[config.mk]
export PLATFORM = sky130hd
export DESIGN_NAME = tri_raster_scan
export DESIGN_NICKNAME = d
export VERILOG_FILES = /design/src/rtl/tri_raster_scan.sv
export SDC_FILE = /design/constraint.sdc
export NUM_CORES = 1
export LEC_CHECK = 0
export ABC_AREA = 1
export ABC_CLOCK_PERIOD_IN_PS = 5300
export CAP_MARGIN = 20
export CORE_ASPECT_RATIO = 0.9
export CORE_UTILIZATION = 39
export DETAILED_ROUTE_END_ITERATION = 12
export GPL_TIMING_DRIVEN = 0
export HOLD_SLACK_MARGIN = 0.12
export PLACE_DENSITY = 0.63
export RECOVER_POWER = 50
export SETUP_SLACK_MARGIN = 0.2
export SYNTH_ARGS = -nofsm -noshare
export SYNTH_HDL_FRONTEND = slang
export SYNTH_SLANG_ARGS = --single-unit
[constraint.sdc]
create_clock -name clk -period 5.3 [get_ports clk]
set_input_delay 0.53 -clock clk [delete_from_list [all_inputs] [get_ports clk]]
set_output_delay 0.53 -clock clk [all_outputs]
set_load 0.05 [all_outputs]
[src/rtl/tri_raster_scan.sv]
// tri_raster_scan: clipped bounding-box raster sweep of one triangle feeding a point-in-triangle comparator
// Ports: clk/rst (sync, active high); start + Ax..Cy latch a triangle in IDLE;
//   test_req/Px/Py -> comparator, test_ack/test_inside <- comparator;
//   pix_valid/pix_x/pix_y/pix_inside -> framebuffer writer, pix_ready <- writer;
//   busy (not IDLE), done (1-cycle end pulse), inside_count (inside pixels this/last sweep).
// Option: TRI_RASTER_INSIDE_ONLY_EN emits only pixels the comparator reports as inside.
module tri_raster_scan #(
   parameter int H_RES = 640,
   parameter int V_RES = 480,
   parameter int XW    = 11,
   parameter int YW    = 10,
   parameter int CW    = 19
) (
   input  logic          clk,
   input  logic          rst,
   input  logic          start,
   input  logic [XW-1:0] Ax,
   input  logic [XW-1:0] Bx,
   input  logic [XW-1:0] Cx,
   input  logic [YW-1:0] Ay,
   input  logic [YW-1:0] By,
   input  logic [YW-1:0] Cy,
   output logic          busy,
   output logic          done,
   output logic          test_req,
   output logic [XW-1:0] Px,
   output logic [YW-1:0] Py,
   input  logic          test_ack,
   input  logic          test_inside,
   output logic          pix_valid,
   output logic [XW-1:0] pix_x,
   output logic [YW-1:0] pix_y,
   output logic          pix_inside,
   input  logic          pix_ready,
   output logic [CW-1:0] inside_count
);
   typedef enum logic [2:0] {IDLE, BBOX, ISSUE, WAIT, EMIT, ADV, DONE} state_t;
   localparam logic [XW-1:0] X_LAST = XW'(H_RES - 1);
   localparam logic [YW-1:0] Y_LAST = YW'(V_RES - 1);
   state_t state;
   logic [XW-1:0] ax, bx, cx, x_lo, x_hi, x_min, x_max;
   logic [YW-1:0] ay, by, cy, y_lo, y_hi, y_min, y_max;
   // Box derived from the latched vertices; they are stable for the whole sweep.
   always_comb begin
      x_lo  = ax < bx ? ax : bx;
      x_lo  = cx < x_lo ? cx : x_lo;
      x_hi  = ax > bx ? ax : bx;
      x_hi  = cx > x_hi ? cx : x_hi;
      y_lo  = ay < by ? ay : by;
      y_lo  = cy < y_lo ? cy : y_lo;
      y_hi  = ay > by ? ay : by;
      y_hi  = cy > y_hi ? cy : y_hi;
      x_min = x_lo > X_LAST ? X_LAST : x_lo;
      x_max = x_hi > X_LAST ? X_LAST : x_hi;
      y_min = y_lo > Y_LAST ? Y_LAST : y_lo;
      y_max = y_hi > Y_LAST ? Y_LAST : y_hi;
   end
   assign busy = state != IDLE;
   always_ff @(posedge clk) begin
      if (rst) begin
         state        <= IDLE;
         done         <= 1'b0;
         test_req     <= 1'b0;
         pix_valid    <= 1'b0;
         pix_inside   <= 1'b0;
         Px           <= '0;
         Py           <= '0;
         pix_x        <= '0;
         pix_y        <= '0;
         inside_count <= '0;
         ax           <= '0;
         bx           <= '0;
         cx           <= '0;
         ay           <= '0;
         by           <= '0;
         cy           <= '0;
      end else begin
         done <= 1'b0;
         case (state)
            IDLE: if (start) begin
               ax           <= Ax;
               bx           <= Bx;
               cx           <= Cx;
               ay           <= Ay;
               by           <= By;
               cy           <= Cy;
               inside_count <= '0;
               state        <= BBOX;
            end
            BBOX: if (x_lo > X_LAST || y_lo > Y_LAST) begin
               done  <= 1'b1;
               state <= DONE;
            end else begin
               Px    <= x_min;
               Py    <= y_min;
               state <= ISSUE;
            end
            ISSUE: begin
               test_req <= 1'b1;
               state    <= WAIT;
            end
            WAIT: if (test_ack) begin
               test_req <= 1'b0;
`ifdef TRI_RASTER_INSIDE_ONLY_EN
               if (!test_inside) state <= ADV;
               else begin
                  pix_valid  <= 1'b1;
                  pix_x      <= Px;
                  pix_y      <= Py;
                  pix_inside <= 1'b1;
                  state      <= EMIT;
               end
`else
               pix_valid  <= 1'b1;
               pix_x      <= Px;
               pix_y      <= Py;
               pix_inside <= test_inside;
               state      <= EMIT;
`endif
            end
            EMIT: if (pix_ready) begin
               pix_valid <= 1'b0;
               if (pix_inside && inside_count != '1) inside_count <= inside_count + CW'(1);
               state <= ADV;
            end
            ADV: if (Px == x_max && Py == y_max) begin
               done  <= 1'b1;
               state <= DONE;
            end else begin
               Px    <= Px == x_max ? x_min : Px + XW'(1);
               Py    <= Px == x_max ? Py + YW'(1) : Py;
               state <= ISSUE;
            end
            DONE: state <= IDLE;
            default: state <= IDLE;
         endcase
      end
   end
endmodule
==> impl_results.md, run 1 <==
- Share of the synthesized area in the top cell type: 0.3009
- Area Growth Syn to Fin: 27.06%
- CTS Buf Count: 17
- Die Footprint: 22950 um^2
- Mapped Area: 8716 um^2
- WL/cell: 15.29 um
- MaxCap Viol Count: 0
- Rel. slew slack: 0.4856
- Post-synth EDFFs: 0
- Initial Util: 0.4006
- Yosys cell types: 46
- CP Launch Type: flop
- Routed vias/inst: 5.128
- Worst-path clk slew: 60 ps
- CP max FO: 10
- Multi-input gate area: 5275 um^2
- Nets: roughly 1600
- # diodes: 0
- Fin. Hold Viols: 0
- CP max stage delay: 390 ps
- Post-synth top cells: 328 x nand2_1, 138 x inv_1, 134 x a21oi_1
- Status: complete, no violations
- Crit Path Category: flop to flop
- Largest net degree at the start of global routing: 17
- Count leader, synth: nand2_1
- Slew @ Worst Pin: 765.6 ps
- Post-synth ARST share: 0
- H-Tree Depth: 4
- Layout fillers: around 2300
- Yosys warning total: 0
- Critical path buffers and inverters: 6
- Mapped Cells: 1313
- Highest Clock Rate: around 210 MHz
- Crit path required time: 5600 ps
- Core Rows: 51
- 1st-iter DRT viols: 660
- Number of global-route vias before repair: slightly below 9000
- I/O pin cnt: 135
- Detailed Place HPWL: 21080 um
- Clock root buffer: clkbuf_16
- Syn avg cell area: ~6.6 um^2
- Chip Height: ~140 um
- Post-synthesis sequential element count: 131
- RSZ-0062 raised after global routing: no
- Routed WL: ~27000 um
- Min-delay worst type: flop to flop
- Arrival time worst endpoint: 4980 ps
- Maximum root-to-sink buffer count: 2
- Clk Latency, worst-skew pair: 430 ps
- Ys flop type: dfxtp_1
- Core area: 21760 um^2
- CTS tree: built
- TritonRoute pass-1 iters: 6
- Die X-Extent: approximately 160 um
- CP max stage cell: o21ai_0
- Clock sinks: about 130
- # Post-CTS Setup Buffers: 0
- Synthesized net count: 1446
- Grt total ovfl: 0
- Crit path top cell by count: nand2_1
- Final period util: 0.8835
- Sequential Area: 2623 um^2
- Clock skew: ~7.4 ps
- First-pass GRT wire length: 43750 um
- All-Layer GR Usage: 0.2414
- Final Slew Violations: 0
- Crit. End Element: flop
- Residual DRC count: 0
- GPL Wtd Cong: ~0.92
- I/O Buffers: about 130
- Sum Neg Setup Slack: 0 ps
- Final setup viols: 0
- Yosys top cell by area: dfxtp_1
- Vias: 9071
- Remaining antenna violation count: 0
- Period minus WS final: 4683 ps
- Initial antenna violation count: 0
- Share of post-route cells with drive strength above 1: 0.07375
- Area contributors post-synth: dfxtp_1 30%, nand2_1 14%, ha_1 9.2%, a21oi_1 7.7%, o21ai_0 6.4%
- Top delay family on crit path: compound AO/OA/AOI/OAI gates
- Sequential area share after synthesis: 0.3009
worst paths after layout:
kind,slack (ps),start,end,depth (start not counted)
worst max-delay path,620,bx[6],Px[0],25
worst min register to register,460,pix_y[3],pix_y[3],2
worst min-delay path,460,pix_y[3],pix_y[3],2
worst max register to register,620,bx[6],Px[0],25
state kept, by name, indices dropped and copies added (netlist names):
name	count
cx	11
pix_x	11
test_req	1
Px	11
inside_count	19
pix_valid	1
pix_inside	1
done	1
cy	10
ay	10
pix_y	10
Py	10
bx	11
ax	11
by	10
state	3
per-stage QoR:
| stage | worst slack [ps] | utilization | std cells | hold WS, ps | cell area, um^2 |
|---|---|---|---|---|---|
| 2_1_floorplan | 1359 | - | 1313 | 456.3 | 8716 |
| 3_3_place_gp | 672.8 | 0.4785 | 1737 | 454.2 | 10410 |
| 3_5_place_dp | 621.7 | 0.4785 | 1737 | 454.9 | 10410 |
| 4_1_cts | 548.1 | 0.5083 | 1769 | 463.5 | 11060 |
| 5_1_grt | 210.2 | 0.5089 | 1769 | 479.6 | 11070 |
| 6_report | 617.5 | 0.5089 | 1769 | 459.5 | 11070 |
tightest hold or removal path: cells and delay by family, from the launching register on:
| kind | cells | cell delay [ps] |
|---|---|---|
| AO/OA/AOI/OAI | 1 | 50 |
| AND/OR/NAND/NOR | 1 | 60 |
| flip-flops | 1 | 300 |
cell usage in the layout (no fill, tap or decap), types with 6 or more instances in the layout:
cell type,instances
and2_1,7
inv_1,138
dfxtp_1,131
clkdlybuf4s50_1,67
a21oi_1,134
o21ai_1,28
clkbuf_16,17
clkbuf_1,36
nand3_1,99
nand2_1,328
nor3_1,18
nand4_1,21
inv_2,6
nor2_1,72
xor2_1,12
nor2_2,6
nand2_4,8
o21ai_0,110
ha_1,64
buf_4,7
nand2_2,11
nand3_2,6
dlygate4sd3_1,66
area by class of cell:
cell class	instances	share of cell area
multi-input cells	980	0.4763
well taps	291	0.03288
plain buffers	58	0.02644
clock buffers	24	0.04531
clock inverters	8	0.01322
flip-flops and latches	131	0.2368
repair buffers	133	0.1202
inverters	144	0.04881
repair_timing:
item	in CTS	in global routing
gates resized for setup	0	7
endpoints found under the setup margin	0	18
hold buffers	0	0
endpoints found under the hold margin	0	0
routing by layer:
layer | vias to the layer above | wire, um | global-route usage
met3 | 30 | 1225 | 0.04098
met1 | 4146 | 12520 | 0.3049
met2 | 230 | 12850 | 0.4234
met4 | 0 | 459 | 0.06630
li1 | 4665 | - | -
met5 | - | 0 | 0
kinds of logic after synthesis:
kind of cell             count (synthesis)  synth area share
AND/OR/NAND/NOR                        599            0.3132
AO/OA/AOI/OAI                          302            0.1836
adder cells (fa/ha/maj)                 64           0.09188
XOR/XNOR                                15           0.01507
flip-flops                             131            0.3009
buffers and inverters                  202           0.09532
Power of run 1 is left out: the tool's default activity adds up to more than one toggle a clock period on the data nets, which glitch-free logic cannot reach.
==> inputs of run 2 (changes only) <==
--- a/config.mk
+++ b/config.mk
@@ -9,11 +9,11 @@
 export ABC_CLOCK_PERIOD_IN_PS = 5300
 export CAP_MARGIN = 20
 export CORE_ASPECT_RATIO = 0.9
-export CORE_UTILIZATION = 39
+export CORE_UTILIZATION = 45
 export DETAILED_ROUTE_END_ITERATION = 12
 export GPL_TIMING_DRIVEN = 0
 export HOLD_SLACK_MARGIN = 0.12
-export PLACE_DENSITY = 0.63
+export PLACE_DENSITY = 0.71
 export RECOVER_POWER = 50
 export SETUP_SLACK_MARGIN = 0.2
 export SYNTH_ARGS = -nofsm -noshare
==> impl_results.md, run 2 (synthesized netlist as in run 1, its figures left out) <==
- Crit. End Element: flop (unchanged)
- Period minus WS final: 4677 ps (was 4683 ps)
- Chip Height: 134.0 um (was 143.8 um)
- Maximum root-to-sink buffer count: 2 (unchanged)
- First-pass GRT wire length: 42200 um (was 43750 um)
- 1st-iter DRT viols: 666 (was 660)
- Final Slew Violations: 0 (unchanged)
- Clock root buffer: clkbuf_16 (unchanged)
- Clock sinks: 131 (unchanged)
- Final period util: 0.8824 (was 0.8835)
- Worst-path clk slew: 60 ps (about the same)
- Number of global-route vias before repair: 8619 (was 8754)
- Nets: 1598 (unchanged)
- Die X-Extent: 148.7 um (was 159.6 um)
- Die Footprint: 19930 um^2 (was 22950 um^2)
- # diodes: 0 (unchanged)
- CTS tree: built (unchanged)
- Remaining antenna violation count: 0 (unchanged)
- Clock skew: 11.95 ps (was 7.424 ps)
- Status: complete, no violations (unchanged)
- Initial Util: 0.4661 (was 0.4006)
- Final setup viols: 0 (unchanged)
- MaxCap Viol Count: 0 (unchanged)
- Routed vias/inst: 5.301 (was 5.128)
- Sum Neg Setup Slack: 0 ps (unchanged)
- Initial antenna violation count: 0 (unchanged)
- Core Rows: 47 (was 51)
- GPL Wtd Cong: 0.9219 (was 0.9246)
- # Post-CTS Setup Buffers: 0 (unchanged)
- DP Area: 10350 um^2 (was 10410 um^2)
- CTS Hold Buffers Added: 0 (unchanged)
- Grt total ovfl: 0 (unchanged)
- H-Tree Depth: 4 (unchanged)
- Largest net degree at the start of global routing: 17 (unchanged)
- Vias: 9133 (was 9071)
- WL/cell: 15.32 um (was 15.29 um)
- Detailed Place HPWL: 20420 um (was 21080 um)
- Highest Clock Rate: 213.8 MHz (was 213.6 MHz)
- CP max FO: 10 (unchanged)
- Crit path required time: 5600 ps (about the same)
- Residual DRC count: 0 (unchanged)
- Core area: 18700 um^2 (was 21760 um^2)
- Critical Path Source: bx[6] (unchanged)
- Crit Path Category: flop to flop (unchanged)
- Final instance area: 11030 um^2 (was 11070 um^2)
- I/O pin cnt: 135 (unchanged)
- All-Layer GR Usage: 0.2700 (was 0.2414)
- Rel. slew slack: 0.4504 (was 0.4856)
- I/O Buffers: 133 (unchanged)
- RSZ-0062 raised after global routing: no (unchanged)
- Largest register FFs: 19 (unchanged)
- Min-delay worst type: flop to flop (unchanged)
- Arrival time worst endpoint: 4980 ps (about the same)
- Clk Latency, worst-skew pair: 440 ps (was 430 ps)
- CP Launch Type: flop (unchanged)
- Biggest register: inside_count (unchanged)
- Commonest non-fill, non-tap cell in the layout: nand2_1 (unchanged)
- Worst R2R Start: bx[6] (unchanged)
- CTS Buf Count: 17 (unchanged)
- Slew @ Worst Pin: 818.1 ps (was 765.6 ps)
- TritonRoute pass-1 iters: 5 (was 6)
- Area Growth Syn to Fin: 26.54% (was 27.06%)
- Fin. Hold Viols: 0 (unchanged)
- Most frequent cells in the layout: 328 x nand2_1, 138 x inv_1, 134 x a21oi_1 (unchanged)
- Min-delay src: pix_y[3] (unchanged)
- Routed WL: 26400 um (was 27050 um)
- Share of post-route cells with drive strength above 1: 0.07510 (was 0.07375)
run 2: layer usage:
layer | GRT usage | wire [um] | share of wire
met4 | 0.08935 | 483 | 0.018
met1 | 0.3375 | 12020 | 0.46
met5 | 0 | 0 | 0
met3 | 0.04932 | 1134 | 0.043
met2 | 0.4650 | 12760 | 0.48
run 2: critical path, cell delays in order, from the launching register on:
cell and delay [ps]:
dfxtp_1 300, inv_1 80, ha_1 310, nand2_1 100, nor2_2 190, nand3_2 130
nand3_4 130, buf_2 230, clkbuf_1 320, nand2_1 80, o21ai_0 140, ha_1 310
nand2_1 90, nor2_1 50, a211oi_1 260, o221a_2 280, nand2_1 70, buf_4 170
nand2_1 60, o21ai_1 100, nand2_1 100, nand2_2 120, o21ai_4 250, nand3_2 200
buf_6 190, o21ai_0 190, nor2_1 60
run 2: area by class of cell:
class	count	area (um^2)
plain buffers	58	290.3
multi-input cells	980	5270
fillers	1774	7671
clock buffers	20	466.7
inverters	144	540.5
repair buffers	133	1331
well taps	245	306.5
clock inverters	12	201.4
flip-flops and latches	131	2623
run 2: final timing paths:
check / endpoint / slack [ps] / cells past startpoint
max: Px[0] / 620 / 26
max reg2reg: Px[0] / 620 / 26
min: pix_y[3] / 460 / 2
min reg2reg: pix_y[3] / 460 / 2
run 2: what timing repair did:
item | 4_1_cts | 5_1_grt
setup endpoints to repair | 0 | 11
resized for setup | 0 | 1
hold endpoints to repair | 0 | 0
run 2: through the flow:
step	utilization	setup WS [ps]	instances	hold slack, ps
2_1_floorplan	-	1359	1313	456.3
3_3_place_gp	0.5537	727.8	1691	451.3
3_5_place_dp	0.5537	700.2	1691	451.0
4_1_cts	0.5894	637.1	1723	460.8
5_1_grt	0.5898	220.3	1723	473.8
6_report	0.5898	623.2	1723	457.9
Power of run 2 is left out for the same reason.
==> inputs of run 3 (changes only) <==
--- a/config.mk
+++ b/config.mk
@@ -6,14 +6,15 @@
 export NUM_CORES = 1
 export LEC_CHECK = 0
 export ABC_AREA = 1
-export ABC_CLOCK_PERIOD_IN_PS = 5300
+export ABC_CLOCK_PERIOD_IN_PS = 4200
 export CAP_MARGIN = 20
 export CORE_ASPECT_RATIO = 0.9
+export CORE_MARGIN = 2
 export CORE_UTILIZATION = 45
 export DETAILED_ROUTE_END_ITERATION = 12
 export GPL_TIMING_DRIVEN = 0
 export HOLD_SLACK_MARGIN = 0.12
-export PLACE_DENSITY = 0.71
+export PLACE_DENSITY = 0.73
 export RECOVER_POWER = 50
 export SETUP_SLACK_MARGIN = 0.2
 export SYNTH_ARGS = -nofsm -noshare
==> constraint.sdc (replaced) <==
create_clock -name clk -period 4.2 [get_ports clk]
set_input_delay 0.42 -clock clk [delete_from_list [all_inputs] [get_ports clk]]
set_output_delay 0.42 -clock clk [all_outputs]
set_load 0.05 [all_outputs]
==> impl_results.md, run 3 (synthesized netlist as in run 1, its figures left out) <==
- Grt total ovfl: 0 (unchanged)
- Worst-path clk slew: 60 ps (about the same)
- Core Rows: 48 (was 47)
- CTS Buf Count: 17 (unchanged)
- Routed vias/inst: 5.606 (was 5.301)
- GPL Wtd Cong: 0.9331 (was 0.9219)
- Failing checks: setup timing
- Worst r2r path cells: 31 (was 26)
- Final period util: 1.059 (was 0.8824)
- Maximum root-to-sink buffer count: 2 (unchanged)
- RSZ-0062 raised after global routing: yes (was no)
- Min-delay worst type: primary input to flop (was flop to flop)
- Die X-Extent: 150.7 um (was 148.7 um)
- Detailed Place HPWL: 20310 um (was 20420 um)
- Share of post-route cells with drive strength above 1: 0.2332 (was 0.07510)
- CP max FO: 10 (unchanged)
- First-pass GRT wire length: 45420 um (was 42200 um)
- I/O Buffers: 133 (unchanged)
- Die Footprint: 20500 um^2 (was 19930 um^2)
- I/O pin cnt: 135 (unchanged)
- Rel. slew slack: 0.5167 (was 0.4504)
- Slew @ Worst Pin: 724.9 ps (was 818.1 ps)
- Area Growth Syn to Fin: 44.23% (was 26.54%)
- CP Launch Type: flop (unchanged)
- Sequential Area: 2665 um^2 (was 2623 um^2)
- Multi-input gate area: 6153 um^2 (was 5270 um^2)
- WL/cell: 17.07 um (was 15.32 um)
- Clk Latency, worst-skew pair: 440 ps (about the same)
- H-Tree Depth: 4 (unchanged)
- Crit path top cell by count: nand2_1 (unchanged)
- Vias: 10060 (was 9133)
- Routed WL: 30620 um (was 26400 um)
- Largest register FFs: 19 (unchanged)
- Commonest non-fill, non-tap cell in the layout: nand2_1 (unchanged)
- Most frequent cells in the layout: 282 x nand2_1, 123 x a21oi_1, 117 x inv_1 (was 328 x nand2_1, 138 x inv_1, 134 x a21oi_1)
- Chip Height: 136.0 um (was 134.0 um)
- Highest Clock Rate: 224.8 MHz (was 213.8 MHz)
- # diodes: 0 (unchanged)
- CTS tree: built (unchanged)
- Layout fillers: 1562 (was 1774)
- Arrival time worst endpoint: 4810 ps (was 4980 ps)
- Fin. Hold Viols: 0 (unchanged)
- Status: complete, but fails checks (was complete, no violations)
- Biggest register: inside_count (unchanged)
- WHS: 421.7 ps (was 457.9 ps)
- Initial Util: 0.4564 (was 0.4661)
- Clock sinks: 131 (unchanged)
- 1st-iter DRT viols: 938 (was 666)
- Residual DRC count: 0 (unchanged)
- Hold path depth: 2 (unchanged)
- CP max stage cell: dfxtp_2 (was clkbuf_1)
- Period minus WS final: 4449 ps (was 4677 ps)
- Remaining antenna violation count: 0 (unchanged)
- Crit path required time: 4560 ps (was 5600 ps)
- Final Slew Violations: 0 (unchanged)
- Clock root buffer: clkbuf_16 (unchanged)
- Crit Path Category: flop to flop (unchanged)
- Largest net degree at the start of global routing: 17 (unchanged)
- TritonRoute pass-1 iters: 6 (was 5)
- Clock skew: 6.982 ps (was 11.95 ps)
- Core area: 19100 um^2 (was 18700 um^2)
- MaxCap Viol Count: 0 (unchanged)
- Crit. End Element: flop (unchanged)
- Initial antenna violation count: 0 (unchanged)
- Final setup viols: 22 (was 0)
- All-Layer GR Usage: 0.2818 (was 0.2700)
- CP max stage delay: 390 ps (was 320 ps)
- Number of global-route vias before repair: 9307 (was 8619)
- CTS Hold Buffers Added: 0 (unchanged)
- Final Worst Setup Slack: -248.7 ps (was 623.2 ps)
- Nets: 1664 (was 1598)
==> run 3: final timing paths <==
path	start	end	slack (ps)
worst min register to register	pix_x[9]	pix_x[9]	460
worst min-delay path	rst	Px[2]	420
worst max-delay path	ax[2]	Px[3]	-250
worst max register to register	ax[2]	Px[3]	-250
==> run 3: final cells by class <==
cell class / instances / share of cell area
Timing Repair Buffer: 199 / 0.1513
Tap cell: 250 / 0.02488
Multi-Input combinational cell: 980 / 0.4895
Sequential cell: 131 / 0.2120
Clock inverter: 15 / 0.01632
Clock buffer: 17 / 0.03384
Inverter: 144 / 0.04399
Buffer: 58 / 0.02817
==> run 3: critical path, delay by kind of cell, from the launching register on <==
family / cells / cell delay (ps)
AO/OA/AOI/OAI: 6 / 1080
AND/OR/NAND/NOR: 18 / 1720
flip-flops: 1 / 390
adder cells (fa/ha/maj): 2 / 540
buffers and inverters: 5 / 620
==> run 3: timing repair <==
item                                    in CTS  in global routing
gates resized for setup                    159                128
endpoints found under the setup margin      23                 23
pin swaps                                   69                 73
buffers inserted                            45                 14
cloned                                       6                  1
==> run 3: layer usage <==
| layer | vias up | global-route usage | share of wire |
|---|---|---|---|
| li1 | 4804 | - | - |
| met1 | 4670 | 0.3459 | 0.40 |
| met2 | 487 | 0.4909 | 0.50 |
| met3 | 97 | 0.05973 | 0.072 |
| met4 | 0 | 0.09294 | 0.031 |
| met5 | - | 0 | 0 |
==> run 3: through the flow <==
stage            util  area (um^2)  setup WS (ps)  TNS (ps)  std cells
2_1_floorplan       -         8716          259.3         0       1313
3_3_place_gp   0.5425        10360         -323.6     -4980       1696
3_5_place_dp   0.5425        10360         -392.7     -6546       1696
4_1_cts        0.6257        11950          95.94         0       1779
5_1_grt        0.6582        12570         -339.1     -6874       1794
6_report       0.6582        12570         -248.7     -3424       1794
Power of run 3 is left out for the same reason.
